$ cat config.mk
export PLATFORM = sky130hd
export DESIGN_NAME = uart_rx_byte
export DESIGN_NICKNAME = d
export VERILOG_FILES = /design/src/rtl/uart_pkg.sv /design/src/rtl/sync_2ff.sv /design/src/rtl/uart_rx_byte.sv
export SDC_FILE = /design/constraint.sdc
export NUM_CORES = 1
export LEC_CHECK = 0
export CORE_ASPECT_RATIO = 0.8
export CORE_MARGIN = 5
export CORE_UTILIZATION = 41
export DETAILED_ROUTE_END_ITERATION = 12
export GPL_ROUTABILITY_DRIVEN = 1
export SLEW_MARGIN = 20
export SYNTH_ARGS = -nofsm -noshare
export SYNTH_HDL_FRONTEND = slang
export SYNTH_HIERARCHICAL = 1
export SYNTH_SLANG_ARGS = --single-unit
$ cat constraint.sdc
create_clock -name clk -period 2.1 [get_ports clk]
set_input_delay 0.42 -clock clk [delete_from_list [all_inputs] [get_ports clk]]
set_output_delay 0.42 -clock clk [all_outputs]
set_load 0.02 [all_outputs]
$ cat src/rtl/uart_pkg.sv
// Shared UART types and helpers for the receive path (and a future transmitter).
// Latency: none (declarations only).
// Backpressure: not applicable.
package uart_pkg;

    // Number of payload bits per 8N1 frame.
    localparam int DATA_BITS = 8;

    // Receiver framing states.
    typedef enum logic [2:0] {
        IDLE,
        START,
        DATA,
        STOP,
        BREAK
    } rx_state_t;

    // System clocks spent on one bit on the line.
    function automatic int clks_per_bit(input int freq, input int baud);
        return freq / baud;
    endfunction

endpackage

$ cat src/rtl/sync_2ff.sv
// Two-flop synchronizer for bringing asynchronous levels into the clk domain.
// Latency: 2 clk cycles from d to q.
// Backpressure: none; free-running level path.
module sync_2ff #(
    parameter int               WIDTH   = 1,
    parameter logic [WIDTH-1:0] RST_VAL = '0
) (
    input  logic             clk,
    input  logic             rst,
    input  logic [WIDTH-1:0] d,
    output logic [WIDTH-1:0] q
);

    logic [WIDTH-1:0] meta;

    // First stage may go metastable; second stage gives it a full cycle to settle.
    always_ff @(posedge clk or negedge rst) begin
        if (!rst) begin
            meta <= RST_VAL;
            q    <= RST_VAL;
        end else begin
            meta <= d;
            q    <= meta;
        end
    end

endmodule

$ cat src/rtl/uart_rx_byte.sv
// 8N1 UART receiver: mid-bit sampling, framing-error flag, blocks while the line is held low.
// Latency: char_valid about 9.5*CLKS_PER_BIT + 3 cycles after the start-bit falling edge.
// Backpressure: none; char_valid/frame_error are single-cycle strobes the consumer must take.
module uart_rx_byte
    import uart_pkg::*;
#(
    parameter int UART_RX_BAUD = 20,
    parameter int freq         = 200
) (
    input  logic                 clk,
    input  logic                 rst,
    input  logic                 rx,
    output logic [DATA_BITS-1:0] ascii_char,
    output logic                 char_valid,
    output logic                 frame_error,
    output logic                 busy
);

    localparam int CLKS_PER_BIT = clks_per_bit(freq, UART_RX_BAUD);
    localparam int HALF         = CLKS_PER_BIT / 2;
    localparam int CNT_W        = $clog2(CLKS_PER_BIT);
    localparam int IDX_W        = $clog2(DATA_BITS);

    localparam logic [CNT_W-1:0] CNT_LAST = CNT_W'(CLKS_PER_BIT - 1);
    localparam logic [CNT_W-1:0] CNT_MID  = CNT_W'(HALF - 1);
    localparam logic [CNT_W-1:0] CNT_ONE  = CNT_W'(1);
    localparam logic [IDX_W-1:0] IDX_LAST = IDX_W'(DATA_BITS - 1);
    localparam logic [IDX_W-1:0] IDX_ONE  = IDX_W'(1);

    // Fewer than 4 clocks per bit leaves no margin around the mid-bit sample.
    generate
        if (CLKS_PER_BIT < 4) begin : g_bad_divider
            $error("uart_rx_byte: freq / UART_RX_BAUD must be at least 4");
        end
    endgenerate

    logic                 rx_s;
    rx_state_t            state;
    rx_state_t            state_nxt;
    logic [CNT_W-1:0]     bit_cnt;
    logic [CNT_W-1:0]     bit_cnt_nxt;
    logic [IDX_W-1:0]     bit_idx;
    logic [IDX_W-1:0]     bit_idx_nxt;
    logic [DATA_BITS-1:0] shreg;
    logic [DATA_BITS-1:0] shreg_nxt;
    logic [DATA_BITS-1:0] char_nxt;
    logic                 valid_nxt;
    logic                 ferr_nxt;

    // The line idles high, so the synchronizer resets to 1 to avoid a false start.
    sync_2ff #(
        .WIDTH   (1),
        .RST_VAL (1'b1)
    ) u_sync (
        .clk (clk),
        .rst (rst),
        .d   (rx),
        .q   (rx_s)
    );

    // Register FSM state, counters, shift register and all outputs.
    always_ff @(posedge clk or negedge rst) begin
        if (!rst) begin
            state       <= IDLE;
            bit_cnt     <= '0;
            bit_idx     <= '0;
            shreg       <= '0;
            ascii_char  <= '0;
            char_valid  <= 1'b0;
            frame_error <= 1'b0;
            busy        <= 1'b0;
        end else begin
            state       <= state_nxt;
            bit_cnt     <= bit_cnt_nxt;
            bit_idx     <= bit_idx_nxt;
            shreg       <= shreg_nxt;
            ascii_char  <= char_nxt;
            char_valid  <= valid_nxt;
            frame_error <= ferr_nxt;
            busy        <= (state_nxt != IDLE);
        end
    end

    // Next-state, counter and strobe logic; every decision looks only at rx_s.
    always_comb begin
        state_nxt   = state;
        bit_cnt_nxt = bit_cnt;
        bit_idx_nxt = bit_idx;
        shreg_nxt   = shreg;
        char_nxt    = ascii_char;
        valid_nxt   = 1'b0;
        ferr_nxt    = 1'b0;

        case (state)
            IDLE: begin
                bit_cnt_nxt = '0;
                if (!rx_s) begin
                    state_nxt = START;
                end
            end

            // Re-check the start bit half a bit in; a high level there was a glitch.
            START: begin
                if (bit_cnt == CNT_MID) begin
                    bit_cnt_nxt = '0;
                    if (!rx_s) begin
                        state_nxt   = DATA;
                        bit_idx_nxt = '0;
                    end else begin
                        state_nxt = IDLE;
                    end
                end else begin
                    bit_cnt_nxt = bit_cnt + CNT_ONE;
                end
            end

            // Right shift so the first (LSB) bit ends up at bit 0 after eight samples.
            DATA: begin
                if (bit_cnt == CNT_LAST) begin
                    bit_cnt_nxt = '0;
                    shreg_nxt   = {rx_s, shreg[DATA_BITS-1:1]};
                    if (bit_idx == IDX_LAST) begin
                        state_nxt = STOP;
                    end else begin
                        bit_idx_nxt = bit_idx + IDX_ONE;
                    end
                end else begin
                    bit_cnt_nxt = bit_cnt + CNT_ONE;
                end
            end

            // Exiting at mid stop bit lets a back-to-back start edge be caught on time.
            STOP: begin
                if (bit_cnt == CNT_LAST) begin
                    bit_cnt_nxt = '0;
                    if (rx_s) begin
                        char_nxt  = shreg;
                        valid_nxt = 1'b1;
                        state_nxt = IDLE;
                    end else begin
                        ferr_nxt  = 1'b1;
                        state_nxt = BREAK;
                    end
                end else begin
                    bit_cnt_nxt = bit_cnt + CNT_ONE;
                end
            end

            // A held-low line must return high before another frame can start.
            BREAK: begin
                bit_cnt_nxt = '0;
                if (rx_s) begin
                    state_nxt = IDLE;
                end
            end

            default: begin
                state_nxt   = IDLE;
                bit_cnt_nxt = '0;
            end
        endcase
    end

endmodule
==> impl_metrics.ini, run 1 <==
[floorplanning]
die_height_um = 61.3
pin_count = 14
chipWidth_um = 74.1
die-area_sq_um = 4540
row_count = 18
coreArea_sq_um = 3130
initial_utilization_pct = 43.0

[sta]
finalHoldViolCount = 0
period_share_pct = 89.3
slew_headroom_pct = 68.7
slew_violations = 0
rsz0062_at_grt = false
clock_skew_ns = 0.00421
max_freq_mhz = 533
worstMarginPinSlew_ns = 0.470
layout_min_cycle_time_ns = 1.88
tns_ns = 0
setup_viol = 0

[critical_path]
reg2reg_slack_ns = 0.22
cp.arrival_ns = 2.03
critPathLaunchType = flip-flop
crit_family = simple AND/OR/NAND/NOR gates
end_kind = flip-flop
cpPeakStageDelay_ns = 0.55
timing.critical_path.slowest_stage_cell = or3_1
crit_fanout = 8
critPathBufInv = 1
setup.worst_path.class = reg2reg
crit_required_ns = 2.25
path_cells = inv_1 -> ha_1 -> nand4b_4 -> or3_1 -> mux2_4

[global_route]
grt_pass1_wl_um = 3590
grt_pass1_vias = 776
grt_max_degree = 32
grt_antenna_before_repair = 0
grt_usage_pct = 10.8
grt_overflow = 0

[synth]
syn-instance-count = 98
synth_cell_types = 30
synth_seq_area_share_pct = 57.8
yosys_warnings = 6
synth_area_per_cell_sq_um = 13.8
synth-seq-cells = 31
synth_fp_nets = 106
synth_area_sq_um = 1350

[cells_and_area]
finalNetCount = 123
layout-drive-gt1-share_pct = 27.0
areaGrowthSynthToFinish_pct = 18.5
layout_common_cells = 29 x dfrtp_1, 13 x clkdlybuf4s50_1, 9 x nor2_1, 9 x mux2_2, 8 x mux2_4
stdcell_count = 155
antenna_cells = 0
final_common_cell = dfrtp_1

[clocking]
cts_tree = built
cts_htree_levels = 2
cts-root-buf = clkbuf_8
path_clk_slew_ns = 0.06
clkSinkCount = 31
clock_latency_ns = 0.27
cts_setup_buffers = 0
ctsHoldBuffers = 0
cts_buffers = 5
clk_path_buf_depth = 2
cts_resized = 0

[drt]
routed_wl_um = 2040
drc_errors = 0
drt_iter0_markers = 17
vias_per_cell = 4.81
vias = 746
detail_route.wl_per_cell_um = 13.1
dr.pass1.iters = 4
ant_nets = 0

[place]
dpl.cell_count = 148
numPortBuffers = 13
dp_hpwl_um = 1410
routabilityCongestion = 0.725

[power]
vdd_ir_drop_max_mv = 0.502
leakagePower_nw = 0.801
finalPower_mw = 1.58
powerDensity_nw_per_um2 = 992

[worst_hold_path]
min_path_type = reg2reg

[job]
maxCapViolations = 0

[run_status]
status = finished clean
[per-layer routing]
layer,routed length [um],track usage [%]
met1,1020,14.8
met2,884,15.3
met3,108,4.57
met4,25,3.88
met5,0,0
[path summary, 6_finish.rpt]
| check | start | endpoint | depth (start not counted) |
|---|---|---|---|
| setup reg to reg | bit_cnt[1] | shreg[0] | 5 |
| min in group asynchronous | rst | ascii_char[0] | 2 |
| hold reg to reg | u_sync/meta | u_sync/q | 0 |
| hold / removal | u_sync/meta | u_sync/q | 0 |
| setup / recovery | bit_cnt[1] | shreg[0] | 5 |
| max in group asynchronous | rst | u_sync/q | 2 |
[layout make-up]
type                       count  area [sq um]
fill                         280          1530
sequential                    31           778
multi-input combinational     56           513
timing repair buffer          15           145
clock buffer                   6          82.6
tap                           40          50.0
inverter                       6          22.5
clock inverter                 1          5.00
[cells in the mapped netlist]
| master | count | area [sq um] |
|---|---|---|
| nor3_1 | 1 | 5.00 |
| xor2_1 | 1 | 8.76 |
| o21a_1 | 1 | 7.51 |
| a21oi_1 | 3 | 15.0 |
| nor4_2 | 1 | 12.5 |
| or3_1 | 1 | 6.26 |
| ha_1 | 5 | 62.6 |
| a211o_1 | 1 | 8.76 |
| o22ai_1 | 1 | 6.26 |
| dfrtp_1 | 29 | 726 |
| nand3b_1 | 1 | 7.51 |
| buf_6 | 1 | 11.3 |
| nand4b_4 | 1 | 23.8 |
| o21ba_2 | 1 | 10.0 |
| mux2_4 | 8 | 120 |
| buf_4 | 2 | 15.0 |
| a22oi_1 | 1 | 7.51 |
| mux2_2 | 9 | 101 |
| and3_1 | 1 | 6.26 |
| and3b_1 | 1 | 8.76 |
| a22o_1 | 2 | 17.5 |
| o211ai_1 | 1 | 7.51 |
| o21ai_0 | 2 | 10.0 |
| nand3_1 | 1 | 5.00 |
| dfstp_2 | 2 | 52.6 |
| nand2b_1 | 2 | 12.5 |
| xnor2_1 | 1 | 8.76 |
| nor2_1 | 9 | 33.8 |
| inv_1 | 6 | 22.5 |
| clkbuf_1 | 2 | 7.51 |
[cells by family (layout without fill, tap and decap cells)]
family	after synthesis	after routing	synth area share, %
DFF	31	31	57.8
and+or+nand+nor	19	19	9.01
muxes	17	17	16.4
AOI/OAI and AO/OA	13	13	6.69
buffers and inverters	11	28	4.18
adders and majority gates	5	5	4.64
xor gates and xnor gates	2	2	1.30
[stage by stage]
step / instance area [sq um] / util [%] / worst slack [ns] / hold slack (ns)
detailed placement: 1510 / 48.2 / 0.217 / 0.347
CTS: 1600 / 51.0 / 0.220 / 0.361
global placement: 1510 / 48.2 / 0.266 / 0.346
global route: 1600 / 51.0 / 0.101 / 0.369
floorplan: 1350 / - / 0.440 / 0.124
finish: 1600 / 51.0 / 0.224 / 0.359
[state kept, by name, summed over array words and instances, names as in the netlist]
name         flops
ascii_char       8
bit_cnt          4
bit_idx          3
busy             1
char_valid       1
frame_error      1
shreg            8
state            3
u_sync/meta      1
u_sync/q         1
[where the power goes]
group,total (mW),internal [mW],leakage (nW),switching [mW]
Clock,0.457,0.256,0.0470,0.200
Sequential,0.798,0.689,0.408,0.110
Combinational,0.329,0.171,0.346,0.158
No activity file was read; power rests on OpenSTA's default activity.
==> run 2, diff against run 1 <==
--- a/config.mk
+++ b/config.mk
@@ -6,7 +6,6 @@
 export NUM_CORES = 1
 export LEC_CHECK = 0
 export CORE_ASPECT_RATIO = 0.8
-export CORE_MARGIN = 5
 export CORE_UTILIZATION = 41
 export DETAILED_ROUTE_END_ITERATION = 12
 export GPL_ROUTABILITY_DRIVEN = 1
==> run 2 against run 1 <==
Net effect: worst setup slack improved by 0.025 ns; maximum frequency increased by 1.3%; first-iteration DRC count increased to 2.5 times the previous value; register-to-register slack improved by 0.02 ns; final cell count increased by 0.65%; critical endpoint is now shreg[7]; total power decreased by 2.1%.
==> impl_metrics.ini, run 2 (synthesized netlist as in run 1, its figures left out) <==
[clocking]
path_clk_slew_ns = 0.06
clock_latency_ns = 0.28
cts_setup_buffers = 0
cts_buffers = 5
cts_resized = 0
cts_tree = built
clkSinkCount = 31
ctsHoldBuffers = 0
cts_htree_levels = 2
cts-root-buf = clkbuf_8
clk_path_buf_depth = 2

[critical_path]
crit_required_ns = 2.27
setup.worst_path.class = reg2reg
end_kind = flip-flop
critPathLaunchType = flip-flop
crit_fanout = 8
cp.arrival_ns = 2.02

[global_route]
grt_pass1_wl_um = 3430
grt_pass1_vias = 711
grt_max_degree = 32
grt_overflow = 0
grt_antenna_before_repair = 0
grt_usage_pct = 14.2

[place]
pre_cts_ws_ns = 0.233
numPortBuffers = 13
routabilityCongestion = 0.840
dp_hpwl_um = 1390

[sta]
setup_ws_ns = 0.249
max_freq_mhz = 540
rsz0062_at_grt = false
period_share_pct = 88.1
finalHoldViolCount = 0
slew_headroom_pct = 68.5
setup_viol = 0
slew_violations = 0
worstMarginPinSlew_ns = 0.473
clock_skew_ns = 0.00709
tns_ns = 0
layout_min_cycle_time_ns = 1.85

[power]
vdd_ir_drop_max_mv = 0.517
leakagePower_nw = 0.793
powerDensity_nw_per_um2 = 976

[worst_hold_path]
min_path_type = reg2reg

[cells_and_area]
multiInputGateArea_sq_um = 513
antenna_cells = 0
areaGrowthSynthToFinish_pct = 17.9
top_regs = ascii_char (8), shreg (8), bit_cnt (4)
layout_common_cells = 29 x dfrtp_1, 13 x clkdlybuf4s50_1, 9 x nor2_1, 9 x mux2_2, 8 x mux2_4
final_common_cell = dfrtp_1
n_fill_cell = 277
seq_area_sq_um = 778
finalNetCount = 123
layout-drive-gt1-share_pct = 25.0

[floorplanning]
coreArea_sq_um = 3110
initial_utilization_pct = 43.4
pin_count = 14
chipWidth_um = 66.1
row_count = 18
die-area_sq_um = 3520
die_height_um = 53.3

[drt]
dr.pass1.iters = 4
drt_iter0_markers = 43
routed_wl_um = 1990
vias_per_cell = 4.79
drc_errors = 0
vias = 748
ant_nets = 0
detail_route.wl_per_cell_um = 12.8

[job]
maxCapViolations = 0

[run_status]
status = finished clean
[run 2: cell count changes in the layout (fill, tap and decap cells not counted)]
cell	delta
clkbuf_1	+3
clkbuf_8	-1
clkinv_2	-1
[run 2: layout make-up]
type,count,share of cell area (%)
sequential,31,49.0
multi-input combinational,56,32.3
timing repair buffer,15,9.13
clock buffer,8,5.04
tap,40,3.15
inverter,6,1.42
[run 2: routing by layer]
layer	wire, um	share of wire [%]	up-vias	global-route usage, %
met3	89	4.5	6	7.76
met5	0	0	-	0
met1	1050	53	361	18.7
met4	44	2.2	0	6.38
met2	804	40	14	18.9
li1	-	-	367	-
[run 2: worst max-delay path, cell delays in order, from the launching register on]
cell	delay, ns
dfrtp_1	0.39
inv_1	0.08
ha_1	0.20
nand4b_4	0.15
or3_1	0.55
mux2_4	0.37
[run 2: worst paths after layout]
path,end,slack [ns],cells past startpoint,startpoint
worst max-delay path,shreg[7],0.25,5,bit_cnt[1]
worst min-delay path,u_sync/q,0.36,0,u_sync/meta
worst max register to register,shreg[7],0.25,5,bit_cnt[1]
worst min register to register,u_sync/q,0.36,0,u_sync/meta
max in group asynchronous,u_sync/meta,1.26,2,rst
min in group asynchronous,shreg[2],0.53,2,rst
[run 2: per-stage QoR]
stage	area, sq um	util (%)	instances	hold WS [ns]	power, mW
2_1_floorplan	1350	-	98	0.124	1.06
3_3_place_gp	1510	48.6	148	0.346	1.13
3_5_place_dp	1510	48.6	148	0.348	1.14
4_1_cts	1590	51.1	156	0.357	1.58
5_1_grt	1590	51.1	156	0.367	1.68
6_report	1590	51.1	156	0.356	1.55
[run 2: power breakdown]
| part | internal, mW | leakage, nW | total, mW | switching, mW |
|---|---|---|---|---|
| clock | 0.235 | 0.0395 | 0.430 | 0.195 |
| sequential | 0.689 | 0.408 | 0.798 | 0.108 |
| combinational | 0.169 | 0.346 | 0.324 | 0.155 |
